===== src/rtl/mac_seq_pkg.sv =====
// mac_seq_pkg
//   Shared definitions for the FPMAC sequencer: the 3-bit state encoding
//   shown on the debug LEDs, and a width helper for small counters.
package mac_seq_pkg;

  // State encoding is visible on state_out, so the values are fixed.
  typedef enum logic [2:0] {
    ST_IDLE = 3'd0,
    ST_INIT = 3'd1,
    ST_LOAD = 3'd2,
    ST_MAC  = 3'd3
  } state_e;

  // Bits needed to hold 0..max_val inclusive (never less than one bit).
  // The load counter uses cnt_width(LOAD_LEN), i.e. $clog2(LOAD_LEN+1).
  function automatic int cnt_width(input int max_val);
    return (max_val < 1) ? 1 : $clog2(max_val + 1);
  endfunction

endpackage


===== src/rtl/blink_divider.sv =====
// blink_divider
//   Toggles phase_o once every DIV enabled cycles. A synchronous clear
//   returns the counter and the phase to zero; clear wins over enable.
//   The SSD controller reuses this block for its own blink.
// Ports:
//   clk     - clock
//   rst     - asynchronous active-high reset
//   clr_i   - synchronous clear of counter and phase
//   en_i    - count enable
//   phase_o - current phase, 0 for the first DIV enabled cycles after clear
module blink_divider
  import mac_seq_pkg::*;
#(
  parameter int DIV = 4
) (
  input  logic clk,
  input  logic rst,
  input  logic clr_i,
  input  logic en_i,
  output logic phase_o
);

  localparam int             CW   = cnt_width(DIV);
  localparam logic [CW-1:0] LAST = CW'(DIV - 1);

  logic [CW-1:0] cnt_q, cnt_d;
  logic          phase_q, phase_d;

  always_comb begin
    cnt_d   = cnt_q;
    phase_d = phase_q;
    if (clr_i) begin
      cnt_d   = '0;
      phase_d = 1'b0;
    end else if (en_i) begin
      if (cnt_q == LAST) begin
        cnt_d   = '0;
        phase_d = ~phase_q;
      end else begin
        cnt_d = cnt_q + CW'(1);
      end
    end
  end

  always_ff @(posedge clk or posedge rst) begin
    if (rst) begin
      cnt_q   <= '0;
      phase_q <= 1'b0;
    end else begin
      cnt_q   <= cnt_d;
      phase_q <= phase_d;
    end
  end

  assign phase_o = phase_q;

endmodule


===== src/rtl/mac_sequencer.sv =====
// mac_sequencer
//   Controller for the pipelined FPMAC system. A push-button steps through
//   IDLE -> INIT (fill SRAM) -> LOAD (SRAM to FIFO) -> MAC (FIFO to FPMAC)
//   -> IDLE. Optional continuous mode loops MAC -> LOAD on completion so
//   successive SRAM blocks are consumed without a button press.
// Ports:
//   clock, reset        - clock and asynchronous active-high reset
//   pb                  - debounced, synchronous push-button level
//   fifo_full/empty     - FIFO flags, used combinationally to gate push/pop
//   acc_count           - FPMAC accumulation count
//   mem_enable/mem_addr - SRAM control and address
//   init                - SRAM initialisation strobe
//   fifo_reset          - FIFO reset (held in IDLE)
//   fifo_write_enable   - FIFO push
//   fifo_read_enable    - FIFO pop
//   fpmac_enable        - FPMAC enable
//   ssd_rst             - SSD controller reset (held in IDLE)
//   done                - phase complete / MAC-complete blink
//   value_sel           - 0 shows SRAM data, 1 shows FPMAC result
//   state_out           - current state encoding
module mac_sequencer
  import mac_seq_pkg::*;
#(
  parameter int ADDR_W     = 4,
  parameter int MEM_DEPTH  = 16,
  parameter int LOAD_LEN   = 8,
  parameter int CNT_W      = 4,
  parameter int ACC_TARGET = 8,
  parameter int BLINK_DIV  = 4,
  parameter int CONTINUOUS = 0
) (
  input  logic              clock,
  input  logic              reset,
  input  logic              pb,
  input  logic              fifo_full,
  input  logic              fifo_empty,
  input  logic [CNT_W-1:0]  acc_count,
  output logic              mem_enable,
  output logic [ADDR_W-1:0] mem_addr,
  output logic              init,
  output logic              fifo_reset,
  output logic              fifo_write_enable,
  output logic              fifo_read_enable,
  output logic              fpmac_enable,
  output logic              ssd_rst,
  output logic              done,
  output logic              value_sel,
  output logic [2:0]        state_out
);

  localparam int                LCW       = cnt_width(LOAD_LEN);
  localparam logic [ADDR_W-1:0] LAST_ADDR = ADDR_W'(MEM_DEPTH - 1);
  localparam logic [LCW-1:0]    LOAD_MAX  = LCW'(LOAD_LEN);
  localparam logic [CNT_W-1:0]  ACC_T     = CNT_W'(ACC_TARGET);

  state_e            state_q, state_d;
  logic [ADDR_W-1:0] mem_addr_q, mem_addr_d;
  logic [LCW-1:0]    load_cnt_q, load_cnt_d;
  logic              init_done_q, init_done_d;
  logic              pb_q;

  logic pb_pulse;
  logic at_last;
  logic complete;
  logic load_wr;
  logic blink_phase;
  logic blink_run;

  assign pb_pulse = pb & ~pb_q;
  assign at_last  = (mem_addr_q == LAST_ADDR);
  assign complete = (acc_count == ACC_T);
  assign load_wr  = (state_q == ST_LOAD) && !fifo_full && (load_cnt_q < LOAD_MAX);

  // ---------------------------------------------------------------------
  // Next-state logic
  // ---------------------------------------------------------------------
  always_comb begin
    state_d     = state_q;
    mem_addr_d  = mem_addr_q;
    load_cnt_d  = load_cnt_q;
    init_done_d = init_done_q;
    case (state_q)
      ST_IDLE: begin
        mem_addr_d  = '0;
        load_cnt_d  = '0;
        init_done_d = 1'b0;
        if (pb_pulse) state_d = ST_INIT;
      end
      ST_INIT: begin
        // init_done_q marks that the last address has already had its
        // strobe; the address itself reaching the end is what unlocks pb.
        if (!at_last) mem_addr_d = mem_addr_q + ADDR_W'(1);
        else          init_done_d = 1'b1;
        if (pb_pulse && at_last) begin
          state_d    = ST_LOAD;
          mem_addr_d = '0;
          load_cnt_d = '0;
        end
      end
      ST_LOAD: begin
        if (load_wr) begin
          mem_addr_d = at_last ? '0 : mem_addr_q + ADDR_W'(1);
          load_cnt_d = load_cnt_q + LCW'(1);
        end
        if (pb_pulse) state_d = ST_MAC;
      end
      ST_MAC: begin
        if (pb_pulse) begin
          state_d    = ST_IDLE;
          mem_addr_d = '0;
          load_cnt_d = '0;
        end else if ((CONTINUOUS != 0) && complete && fifo_empty) begin
          // mem_addr is kept so the next pass reads the following block.
          state_d    = ST_LOAD;
          load_cnt_d = '0;
        end
      end
      default: begin
        state_d    = ST_IDLE;
        mem_addr_d = '0;
        load_cnt_d = '0;
      end
    endcase
  end

  always_ff @(posedge clock or posedge reset) begin
    if (reset) begin
      state_q     <= ST_IDLE;
      mem_addr_q  <= '0;
      load_cnt_q  <= '0;
      init_done_q <= 1'b0;
      pb_q        <= 1'b0;
    end else begin
      state_q     <= state_d;
      mem_addr_q  <= mem_addr_d;
      load_cnt_q  <= load_cnt_d;
      init_done_q <= init_done_d;
      pb_q        <= pb;
    end
  end

  // ---------------------------------------------------------------------
  // Done blink while the accumulation is complete in MAC
  // ---------------------------------------------------------------------
  assign blink_run = (state_q == ST_MAC) && complete;

  blink_divider #(
    .DIV (BLINK_DIV)
  ) u_blink (
    .clk     (clock),
    .rst     (reset),
    .clr_i   (!blink_run),
    .en_i    (blink_run),
    .phase_o (blink_phase)
  );

  // ---------------------------------------------------------------------
  // Output decode. Forced low while reset is held so the FIFO and SSD
  // resets are released during board reset and reassert in IDLE after it.
  // ---------------------------------------------------------------------
  always_comb begin
    mem_enable        = 1'b0;
    init              = 1'b0;
    fifo_reset        = 1'b0;
    fifo_write_enable = 1'b0;
    fifo_read_enable  = 1'b0;
    fpmac_enable      = 1'b0;
    ssd_rst           = 1'b0;
    done              = 1'b0;
    value_sel         = 1'b0;
    if (!reset) begin
      case (state_q)
        ST_IDLE: begin
          ssd_rst    = 1'b1;
          fifo_reset = 1'b1;
        end
        ST_INIT: begin
          mem_enable = 1'b1;
          init       = !init_done_q;
          done       = at_last;
        end
        ST_LOAD: begin
          mem_enable        = 1'b1;
          fifo_write_enable = load_wr;
          done              = fifo_full || (load_cnt_q == LOAD_MAX);
        end
        ST_MAC: begin
          value_sel        = 1'b1;
          fifo_read_enable = !fifo_empty;
          fpmac_enable     = !fifo_empty;
          // Phase 0 of the divider is the "on" half, so done starts high.
          done             = complete && !blink_phase;
        end
        default: ;
      endcase
    end
  end

  assign mem_addr  = mem_addr_q;
  assign state_out = state_q;

endmodule


===== config.mk =====
export PLATFORM = sky130hd
export DESIGN_NAME = mac_sequencer
export DESIGN_NICKNAME = d
export VERILOG_FILES = /design/src/rtl/mac_seq_pkg.sv /design/src/rtl/blink_divider.sv /design/src/rtl/mac_sequencer.sv
export SDC_FILE = /design/constraint.sdc
export NUM_CORES = 1
export LEC_CHECK = 0
export CAP_MARGIN = 20
export CORE_ASPECT_RATIO = 1.5
export CORE_UTILIZATION = 45
export DETAILED_ROUTE_END_ITERATION = 16
export HOLD_SLACK_MARGIN = 0.1
export PLACE_DENSITY = 0.81
export SYNTH_ARGS = -nofsm -noshare
export SYNTH_HDL_FRONTEND = slang
export SYNTH_SLANG_ARGS = --single-unit

===== constraint.sdc =====
create_clock -name clock -period 2 [get_ports clock]
set_clock_uncertainty 0.05 [all_clocks]
set_input_delay 0.6 -clock clock [delete_from_list [all_inputs] [get_ports clock]]
set_output_delay 0.6 -clock clock [all_outputs]
set_load 0.01 [all_outputs]

==> results.json, run 1 <==
{
  "status": "complete, but fails checks",
  "violations": "negative setup slack",
  "hold_end": "u_blink.cnt_q[0]$_DFF_PP0_",
  "timing.rr.start": "state_out[1]$_DFFE_PP0P_",
  "areaGrowthSynthToFinish_pct": 65.10,
  "netlist_area_um2": 1036,
  "port-buffer-count": 23,
  "netlist.area_leader.share": 0.3865,
  "worst-setup-path-type": "reg2reg",
  "dpl_worst_slack_ns": -0.8465,
  "ir_drop_uv": 706.1,
  "nets": 194,
  "setup-tns-final_ns": -1.986,
  "cpMaxStageDelayCell": "dfrtp_1",
  "synth_edf_count": 0,
  "synth_cell_types": 40,
  "cts_root_buf": "clkbuf_4",
  "post-synth-top-count-cell": "dfrtp_1",
  "clk_latency_ns": 0.30,
  "initial_core_util": 0.4929,
  "grt_pass1_vias": 1092,
  "yosysTopAreaCell": "dfrtp_1",
  "rsz0062_at_grt": "true",
  "synthTopCellsByArea": "dfrtp_1 (39%), ha_1 (11%), nand2_1 (4.0%)",
  "synth_warnings": 0,
  "htreeDepth": 1,
  "slowest_delay_ns": 0.42,
  "finalCriticalPeriod_ns": 2.328,
  "cts_tree": "built",
  "cp_cell_sequence": "ha_2, nand3_2, buf_4, buf_4, buf_4, buf_4, buf_4, buf_4, buf_4, buf_4, buf_4, nor3b_1",
  "arrival_ns": 2.47,
  "dieArea_um2": 2502,
  "num_rows": 20,
  "critical_path_required_ns": 2.14,
  "reg2regPathDepth": 12,
  "rr_endpoint": "u_blink.cnt_q[2]$_DFF_PP0_",
  "grt_pass1_wl_mm": 4.574,
  "synth_seq_cells": 16,
  "first_pass_iters": 4,
  "synthArstFlopShare": 1.000,
  "cts_sinks": 16,
  "setup_viol": 13,
  "num_vias": 1094,
  "power_leakage_nw": 0.9270,
  "min-delay-start": "u_blink.cnt_q[0]$_DFF_PP0_",
  "hold_class": "reg2reg",
  "finalCoreUtilization": 0.8137,
  "cts_buffers": 3,
  "clk_path_buf_depth": 2,
  "startpoint_type": "register",
  "routabilityCongestion": 0.7899,
  "overflow": 0,
  "finalCritPeriodShare": 1.164,
  "grt_max_degree": 9,
  "drive_gt1_frac": 0.4943,
  "drt_iter0_markers": 23,
  "drc": 0,
  "fillers": 120,
  "p_per_area_nw_per_um2": 1025,
  "dpl.hpwl_mm": 1.900,
  "drv_cap": 0,
  "grtUsageTotal": 0.2775,
  "routed_wirelength_mm": 3.205,
  "ant_nets": 0,
  "yosys-top-cells-count": "dfrtp_1 (16), nand2_1 (11), ha_1 (9), inv_1 (7), nor2_1 (6)",
  "clk_pin_slew_worst_paths_ns": 0.09,
  "cp-end-kind": "register",
  "r2r_slack_ns": -0.33,
  "yosysSeqAreaShare": 0.3865,
  "hold_depth": 1,
  "ctsHoldBuffers": 0,
  "maxSlewViolCount": 0,
  "fin_ws_ns": -0.3280,
  "synth_nets": 125,
  "die_w_um": 41.18,
  "synth_cells": 107,
  "finalHoldViolCount": 0,
  "viasPerCell": 5.582,
  "pin_count": 25,
  "synth-main-ff-cell": "dfrtp_1",
  "fmax_mhz": 429.5,
  "coreArea_um2": 2102,
  "n_antenna_cell": 0,
  "antenna_found_initial": 0,
  "syn_area_per_cell_um2": 9.682,
  "die_y_um": 60.77,
  "path_max_fanout": 4,
  "wire_per_inst_um": 16.35,
  "path_common_cell": "buf_4"
}
## layout make-up
cell class / count / area [µm²] / area share
multi-input combinational: 79 / 655.6 / 0.3833
timing repair buffer: 69 / 576.8 / 0.3372
sequential: 16 / 401.6 / 0.2348
tap: 22 / 27.53 / 0.01609
inverter: 7 / 26.28 / 0.01536
clock buffer: 3 / 22.52 / 0.01317
## stage by stage
stage / cell area [µm²] / hold WS (ns) / instances / power, mW
after CTS: 1650 / 0.4057 / 194 / 1.611
after global placement: 1479 / 0.3769 / 175 / 1.281
after detailed placement: 1479 / 0.3910 / 175 / 1.307
after floorplan: 1050 / 0.3692 / 107 / 0.8886
after global routing: 1710 / 0.4587 / 196 / 1.865
final: 1710 / 0.4736 / 196 / 1.753
## cell families (layout without fill, tap and decap cells)
logic type                 after synthesis  after routing  synth area share
other                                    1              1          0.003620
and+or+nand+nor                         44             44            0.2379
buffers and inverters                   12             79           0.06280
muxes                                    2              2           0.01932
adders and majority gates                9              9            0.1087
DFF                                     16             16            0.3865
xor gates and xnor gates                 1              1          0.008456
AOI/OAI and AO/OA                       22             22            0.1727
## cell usage in the layout, fill, tap and decap left out, types with 2 or more instances in the layout
master / count
buf_4: 42
dfrtp_1: 15
nand2_1: 11
buf_6: 8
nor2_1: 5
ha_1: 5
dlygate4sd2_1: 5
inv_2: 4
dlymetal6s2s_1: 4
nor3_2: 3
nand3_2: 3
o21ai_0: 3
nand3_1: 3
a21oi_1: 3
inv_1: 3
clkbuf_4: 3
buf_2: 3
o21ai_4: 2
o21a_1: 2
o21ai_2: 2
o21ai_1: 2
nor2b_2: 2
nand3b_1: 2
mux2i_1: 2
ha_4: 2
ha_2: 2
clkbuf_2: 2
clkdlybuf4s50_1: 2
clkdlybuf4s15_2: 2
## sequential cells by signal (all words and copies together) (netlist names)
signal and flops:
init_done_q 1, pb_q 1, u_blink.cnt_q 3, u_blink.phase_o 1
state_out 2, load_cnt_q 4, mem_addr 4
## routing by layer
| metal | routed length (µm) | vias to the layer above | global-route usage |
|---|---|---|---|
| met5 | 0 | - | 0 |
| met4 | 175 | 0 | 0.1244 |
| met3 | 171 | 17 | 0.06960 |
| met2 | 1731 | 45 | 0.5022 |
| met1 | 1127 | 520 | 0.2784 |
| li1 | - | 512 | - |
## how the worst max path moves through the flow
stage / startpoint / end / slack, ns / depth (start not counted)
after floorplan: state_out[0]$_DFFE_PP0P_ / fpmac_enable / 0.002 / 4
after global placement: acc_count[1] / done / -0.79 / 6
after detailed placement: acc_count[0] / done / -0.85 / 6
after CTS: state_out[0]$_DFFE_PP0P_ / done / -0.24 / 5
after global routing: state_out[0]$_DFFE_PP0P_ / u_blink.cnt_q[2]$_DFF_PP0_ / -0.36 / 12
final: state_out[1]$_DFFE_PP0P_ / u_blink.cnt_q[2]$_DFF_PP0_ / -0.33 / 12
## power breakdown
group,switching [mW],total (mW),internal [mW]
combinational,0.531,1.17,0.635
sequential,0.0393,0.409,0.370
clock,0.108,0.178,0.0703
total,0.678,1.75,1.08
## critical path, delay by kind of cell, from the launching register on
kind	cells	cell delay (ns)
buf+inv	9	1.15
fa+ha+maj	1	0.25
simple gates	2	0.35
flops	1	0.42
## repair_timing
item                       CTS  global route
setup endpoints to repair   10            20
setup buffers               16             3
cloned                       0             0
pin swaps                    8             4
gates resized for setup     59            20
Note: power is estimated with default switching activity, not from simulation.
==> run 2, diff against run 1 <==
- CTS_CLUSTER_SIZE: unset -> 28
==> results of run 2 <==
The final DEF is identical to that of run 1; final timing and power are the same.
